===== src/rtl/life_step_engine.sv =====
// One Game of Life generation over a toroidal row-per-word grid: streams source rows through a
// three-row window, writes next-generation rows to the destination bram, and counts live cells.
module life_step_engine #(
  parameter int GRID_WIDTH  = 8,
  parameter int GRID_HEIGHT = 200,
  parameter int ADDR_WIDTH  = 8,
  parameter int POP_WIDTH   = 16
) (
  input  logic                  clk,
  input  logic                  reset,
  input  logic                  start,
  output logic                  busy,
  output logic                  done,
  output logic [15:0]           generation,
  output logic [POP_WIDTH-1:0]  population,
  output logic [ADDR_WIDTH-1:0] rd_addr,
  output logic                  rd_en,
  input  logic [GRID_WIDTH-1:0] rd_data,
  output logic [ADDR_WIDTH-1:0] wr_addr,
  output logic                  wr_en,
  output logic [GRID_WIDTH-1:0] wr_data
);

  typedef enum logic [1:0] {IDLE, READ, DRAIN, DONE} state_t;

  localparam logic [ADDR_WIDTH:0]   RD_TOTAL = (ADDR_WIDTH+1)'(GRID_HEIGHT + 2);
  localparam logic [ADDR_WIDTH-1:0] LAST_ROW = ADDR_WIDTH'(GRID_HEIGHT - 1);

  state_t                state, state_nxt;
  logic                  accept, rd_issue, finish;
  logic [ADDR_WIDTH:0]   rd_cnt;
  logic                  drain_q;
  logic                  in_vld;
  logic [ADDR_WIDTH:0]   in_cnt;
  logic [GRID_WIDTH-1:0] top, mid, bot;
  logic [POP_WIDTH-1:0]  acc;

  function automatic logic [GRID_WIDTH-1:0] next_row(input logic [GRID_WIDTH-1:0] t,
                                                     input logic [GRID_WIDTH-1:0] m,
                                                     input logic [GRID_WIDTH-1:0] b);
    logic [3:0] cnt;
    int         l;
    int         r;
    next_row = '0;
    for (int j = 0; j < GRID_WIDTH; j++) begin
      l   = (j == 0) ? GRID_WIDTH - 1 : j - 1;
      r   = (j == GRID_WIDTH - 1) ? 0 : j + 1;
      cnt = {3'b0, t[l]} + {3'b0, t[j]} + {3'b0, t[r]} +
            {3'b0, m[l]} + {3'b0, m[r]} +
            {3'b0, b[l]} + {3'b0, b[j]} + {3'b0, b[r]};
      next_row[j] = (cnt == 4'd3) | (m[j] & (cnt == 4'd2));
    end
  endfunction

  function automatic logic [POP_WIDTH-1:0] popcount(input logic [GRID_WIDTH-1:0] v);
    popcount = '0;
    for (int j = 0; j < GRID_WIDTH; j++) begin
      popcount = popcount + POP_WIDTH'(v[j]);
    end
  endfunction

  always_ff @(posedge clk) begin
    if (reset) state <= IDLE;
    else       state <= state_nxt;
  end

  always_comb begin
    state_nxt = state;
    accept    = 1'b0;
    rd_issue  = 1'b0;
    finish    = 1'b0;
    case (state)
      IDLE: begin
        if (start) begin
          state_nxt = READ;
          accept    = 1'b1;
          rd_issue  = 1'b1;
        end
      end
      READ: begin
        if (rd_cnt == RD_TOTAL) state_nxt = DRAIN;
        else                    rd_issue  = 1'b1;
      end
      DRAIN: begin
        if (drain_q) begin
          state_nxt = DONE;
          finish    = 1'b1;
        end
      end
      DONE:    state_nxt = IDLE;
      default: state_nxt = IDLE;
    endcase
  end

  // Read side: first read is the wrapped row H-1, then 0..H-1, then row 0 again.
  always_ff @(posedge clk) begin
    if (reset) begin
      rd_en      <= 1'b0;
      rd_addr    <= '0;
      rd_cnt     <= '0;
      drain_q    <= 1'b0;
      busy       <= 1'b0;
      done       <= 1'b0;
      generation <= '0;
      population <= '0;
    end else begin
      rd_en   <= rd_issue;
      drain_q <= (state == DRAIN) && !drain_q;
      done    <= finish;
      if (accept) begin
        rd_addr <= LAST_ROW;
        rd_cnt  <= (ADDR_WIDTH+1)'(1);
        busy    <= 1'b1;
      end else if (rd_issue) begin
        rd_addr <= (rd_addr == LAST_ROW) ? '0 : rd_addr + 1'b1;
        rd_cnt  <= rd_cnt + 1'b1;
      end
      if (finish) begin
        busy       <= 1'b0;
        generation <= generation + 16'd1;
        population <= acc + (wr_en ? popcount(wr_data) : '0);
      end
    end
  end

  // Window and write side; a row is complete once two earlier rows sit in mid/bot.
  always_ff @(posedge clk) begin
    if (reset) begin
      in_vld  <= 1'b0;
      in_cnt  <= '0;
      top     <= '0;
      mid     <= '0;
      bot     <= '0;
      wr_en   <= 1'b0;
      wr_addr <= '0;
      wr_data <= '0;
      acc     <= '0;
    end else begin
      in_vld <= rd_en;
      wr_en  <= 1'b0;
      if (wr_en) acc <= acc + popcount(wr_data);
      if (in_vld) begin
        top    <= mid;
        mid    <= bot;
        bot    <= rd_data;
        in_cnt <= in_cnt + 1'b1;
        if (in_cnt >= (ADDR_WIDTH+1)'(2)) begin
          wr_en   <= 1'b1;
          wr_addr <= ADDR_WIDTH'(in_cnt - (ADDR_WIDTH+1)'(2));
          wr_data <= next_row(mid, bot, rd_data);
        end
      end
      if (accept) begin
        in_cnt <= '0;
        acc    <= '0;
      end
    end
  end

endmodule


===== config.mk =====
export PLATFORM = sky130hd
export DESIGN_NAME = life_step_engine
export DESIGN_NICKNAME = d
export VERILOG_FILES = /design/src/rtl/life_step_engine.sv
export SDC_FILE = /design/constraint.sdc
export NUM_CORES = 1
export LEC_CHECK = 0
export BUFFER_PORTS_ARGS = -buffer_cell sky130_fd_sc_hd__buf_2
export CAP_MARGIN = 0
export CORE_MARGIN = 2
export CORE_UTILIZATION = 60
export DETAILED_ROUTE_END_ITERATION = 6
export GPL_ROUTABILITY_DRIVEN = 0
export PLACE_DENSITY = 0.81
export REMOVE_ABC_BUFFERS = 1
export SLEW_MARGIN = 20
export SYNTH_ARGS = -nofsm -noshare
export SYNTH_HDL_FRONTEND = slang
export SYNTH_SLANG_ARGS = --single-unit

===== constraint.sdc =====
create_clock -name clk -period 10.2 [get_ports clk]
set_input_delay 1.02 -clock clk [delete_from_list [all_inputs] [get_ports clk]]
set_output_delay 1.02 -clock clk [all_outputs]
set_load 0.05 [all_outputs]

### Word level (Yosys, flattened, before mapping)

Cells that the tools add are included.

* input bits: 11
* register bits after elaboration: 114
* output and inout bits: 60

* reduce and logical (&&, ||, !) cells: 9
* $add $sub $neg: 70
* eq/ne operators: 24
* bitwise logic cells: 17
* muxes and demuxes: 17
* order comparisons: 1

Operator list (count)
* 4-bit by 1-bit adder with 4-bit output: 32
* 4-bit by 2-bit == test with 1-bit output, second input constant: 16
* 3-bit by 1-bit adder with 4-bit output: 9
* 2-bit by 1-bit adder with 3-bit output: 9
* 8-bit 2-to-1 mux: 3
* 1-bit by 1-bit adder with 2-bit output: 9
* 9-bit by 1-bit adder with 9-bit output, second input constant: 2
* 16-bit by 1-bit adder with 16-bit output, second input constant: 1
* 16-bit adder: 1
* 16-bit by 8-bit adder with 16-bit output: 1
* 16-bit 2-to-1 mux: 1
* 9-bit by 8-bit == test with 1-bit output, second input constant: 1
* 9-bit by 2-bit greater-or-equal comparator with 1-bit output, second input constant: 1
* 7-bit by 1-bit adder with 8-bit output: 1
* 8-bit by 1-bit adder with 8-bit output, second input constant: 1
* 1-bit AND: 8
* 8-bit == test, second input constant: 1
* 1-bit 2-to-1 mux: 8
* 1-bit OR: 8
* 2-bit case mux with 4 select lines: 1
* 8-bit by 2-bit subtractor with 8-bit output, second input constant: 1
* 6-bit by 1-bit adder with 7-bit output: 1
* 5-bit by 1-bit adder with 6-bit output: 1
* 2-bit 2-to-1 mux: 3
* 13 further kinds: 18

### Longest topological paths before layout

* depth after elaboration: 10
* mapped depth: 16
* mapped depth without buffers: 16

### Worst setup path after synthesis

No wires, ideal clock.

* kind: register -> register
* start point: reg wr_data[1]
* end point: reg population[12]
* arrival: 4197 ps
* setup slack: 5866 ps
* stages on the path, launching flop included: 17
* buffers on the path: 0
* path through: dfxtp_1 fa_1 inv_1 fa_1 fa_1 inv_1 ha_1 inv_1 fa_1 xnor2_1 and2_1 ha_1 a21o_1 a21oi_1 nand4b_1 xor2_1 a211oi_1

* longest elaborated chain between the ends: 9

RTL lines
* start: declaration: RTL line 21 `output logic [GRID_WIDTH-1:0] wr_data`
* start signal: assignment: RTL line 150 `wr_data <= next_row(mid, bot, rd_data);`
* 1-bit by 1-bit adder with 2-bit output: RTL line 58 `popcount = popcount + POP_WIDTH'(v[j]);`
* 2-bit by 1-bit adder with 3-bit output: RTL line 58
* 3-bit by 1-bit adder with 4-bit output: RTL line 58
* 4-bit by 1-bit adder with 5-bit output: RTL line 58
* 5-bit by 1-bit adder with 6-bit output: RTL line 58
* 6-bit by 1-bit adder with 7-bit output: RTL line 58
* 7-bit by 1-bit adder with 8-bit output: RTL line 58
* 16-bit 2-to-1 mux: RTL line 121 `population <= acc + (wr_en ? popcount(wr_data) : '0);`
* 16-bit adder: RTL line 121
* end signal: assignment: RTL line 121
* end: declaration: RTL line 15 `output logic [POP_WIDTH-1:0] population,`

Every way passes these cells.
A chain may end at the register's enable or synchronous reset.

### Worst setup path in the final report

* start point: reg wr_data[0]
* end point: reg population[12]

The elaborated chain is that of the path after synthesis.

==> qor.yml <==
timing:
  setup_slack_ns: 5.788
  period_share: 0.4325
  slew-limit-headroom: 0.3496
  rsz0062_at_grt: "false"
  fmax_mhz: 226.7
  clock_skew_ns: 0.006206
  fin_hold_ws_ns: 0.4453
  period_needed_ns: 4.412
  hold_viol: 0
  slew_violations: 0
  tightest_slew_ns: 0.9756
  setup_viol: 0
  tns_ns: 0
clock_tree:
  clock-sinks: 114
  cts_setup_buffers: 0
  path_clk_slew_ns: 0.05
  ctsResizeCount: 0
  cts.htree.levels: 4
  clockBufferDepth: 2
  worstSkewPairLatency_ns: 0.52
  cts_hold_buf: 0
  cts_inserted_buffers: 17
  tritoncts: "done"
  clk_root_buffer_cell: "clkbuf_8"
global_routing:
  grt_max_degree: 80
  grtUsageTotal: 0.2456
  grt_overflow: 0
  grt_pass1_wl_mm: 22.49
  grt_pass1_vias: 4993
  antenna_found_initial: 0
synth:
  synthArstFlopShare: 0
  syn_avg_cell_area_um2: 9.080
  synthMuxAreaShare: 0.03066
  synthAdderAreaFrac: 0.2016
  synth_ff_type: "dfxtp_1"
  yosys-top-cells-count: "dfxtp_1, nor2_1, inv_1"
  syn-instance-count: 719
  yosys.area.top_type_share: 0.3496
  synth_compound_area_frac: 0.1031
  synth-simple-area-share: 0.1729
  synth_area_leaders: "dfxtp_1, fa_1, ha_1"
  yosysWarnings: 0
  yosysUniqueCellTypes: 44
  synth_edf_count: 0
  ys_seq_elements: 114
  yosys.area_share.xor_xnor: 0.08317
  synth_most_common_cell: "dfxtp_1"
  synth_top_family_by_area: "adder cells"
  yosysTopAreaCell: "dfxtp_1"
  syn_area_um2: 6529
  yosysSeqAreaShare: 0.3496
route:
  routed_wl_mm: 13.32
  drcViolationCount: 0
  firstDrtPassIters: 4
  vias: 5067
  vias_per_cell: 5.437
  wl_per_cell_um: 14.30
  ant_nets: 0
  first_iter_violations: 270
die:
  fp-row-count: 38
  fp.dieH_um: 108.3
  die_area_um2: 11730
  die_x_um: 108.3
  core_um2: 10750
  initial_core_util: 0.6076
  ios: 71
critical_path:
  critPathBufInv: 3
  slowest_stage: "fa_1"
  startpoint_type: "flip-flop"
  cp_data_arrival_time_ns: 4.83
  critPathCaptureType: "flip-flop"
  crit_type: "reg -> reg"
  crit_path_max_incr_delay_ns: 0.54
  path_cells: "fa_1, inv_1, fa_1, fa_1, inv_1, ha_1, inv_1, fa_1, xnor2_1, and2_1, ha_1, a21o_1, a21oi_1, nand4b_1, xor2_1, a211oi_1"
  crit_path_frequent_cell: "fa_1"
  critPathTopFamily: "adder cells"
  required_ns: 10.62
  crit_path_max_fanout: 8
final_layout:
  final_util: 0.7009
  diodes: 0
  fin_nets: 875
  area_growth_pct: 15.35
  fillers: 818
  post_route_cells_drive_above_1_share: 0.1364
outcome:
  outcome: "finished, final reports clean"
pwr:
  finalPower_mw: 1.326
  power_leakage_nw: 3.234
  power_density_nw_per_um2: 176.1
  ir_worst_vdd_v: 0.0001211
placement:
  dp_hpwl_mm: 9.485
  place_ws_ns: 5.808
  io_buffers: 70
flow_run:
  drv_cap: 0
hold_path:
  hold_path.class: "reg -> reg"
tightest hold or removal path, cell delays in order, from the launching register on:
cell     delay (ns)
dfxtp_1        0.30
nand2_1        0.05
a21oi_1        0.05
flip-flops by register name (all words and copies together), names as in the netlist, 2 cells and up:
register / count
acc: 16
bot: 8
generation: 16
in_cnt: 9
mid: 8
population: 16
rd_addr: 8
rd_cnt: 9
state: 2
wr_addr: 8
wr_data: 8
final cells by class:
| type | instances | area (um^2) | area share |
|---|---|---|---|
| Multi-Input combinational cell | 506 | 3872 | 0.5142 |
| Sequential cell | 114 | 2282 | 0.3030 |
| Clock buffer | 24 | 460.4 | 0.06114 |
| Timing Repair Buffer | 74 | 380.4 | 0.05051 |
| Inverter | 68 | 255.2 | 0.03389 |
| Tap cell | 140 | 175.2 | 0.02326 |
| Clock inverter | 6 | 105.1 | 0.01396 |
final timing paths:
kind | from | to | slack, ns | cells past startpoint
max | wr_data[0] | population[12] | 5.79 | 16
min | population[4] | population[4] | 0.45 | 2
max reg2reg | wr_data[0] | population[12] | 5.79 | 16
min reg2reg | population[4] | population[4] | 0.45 | 2
metrics by stage:
step | instance area, um^2 | cells
2_1_floorplan | 6399 | 688
3_3_place_gp | 6954 | 902
3_5_place_dp | 6954 | 902
4_1_cts | 7520 | 932
5_1_grt | 7531 | 932
6_report | 7531 | 932
kinds of logic (layout without fill, tap and decap cells):
| group | count (synthesis) | in the layout |
|---|---|---|
| and+or+nand+nor | 240 | 240 |
| xor gates and xnor gates | 62 | 62 |
| muxes | 20 | 20 |
| DFF | 114 | 114 |
| adders and majority gates | 83 | 83 |
| buffers and inverters | 99 | 172 |
| AOI/OAI and AO/OA | 101 | 101 |
power breakdown:
group / switching, mW / total (mW) / internal [mW]
combinational: 0.174 / 0.264 / 0.0892
clock: 0.187 / 0.567 / 0.380
sequential: 0.0240 / 0.495 / 0.471
total: 0.386 / 1.33 / 0.941
cells in the final DEF (no fill, tap or decap), types with 5 or more instances in the layout:
| master | netlist | final |
|---|---|---|
| mux2i_1 | 20 | 20 |
| a211oi_1 | 15 | 15 |
| nor2b_1 | 5 | 5 |
| nor3_1 | 10 | 10 |
| nand2_1 | 46 | 46 |
| o2111ai_1 | 11 | 11 |
| and2_1 | 6 | 6 |
| a211oi_2 | 6 | 6 |
| clkbuf_16 | 0 | 16 |
| xor2_1 | 36 | 36 |
| dfxtp_1 | 114 | 114 |
| nor2_1 | 97 | 97 |
| and3_1 | 9 | 9 |
| nand3_1 | 27 | 27 |
| xnor2_1 | 26 | 26 |
| a21oi_1 | 36 | 36 |
| clkbuf_1 | 20 | 5 |
| fa_1 | 37 | 37 |
| inv_1 | 68 | 68 |
| or3_1 | 8 | 8 |
| a31oi_1 | 5 | 5 |
| buf_2 | 5 | 70 |
| o21ai_0 | 18 | 17 |
| nand4_1 | 13 | 13 |
| ha_1 | 46 | 46 |
routing by layer:
metal | track usage | vias to the layer above | part of all wire
li1 | - | 2533 | -
met1 | 0.2897 | 2395 | 0.43
met2 | 0.4250 | 128 | 0.51
met3 | 0.07957 | 11 | 0.052
met4 | 0.07784 | 0 | 0.011
met5 | 0 | - | 0
Power figures use the tool's default switching activity.
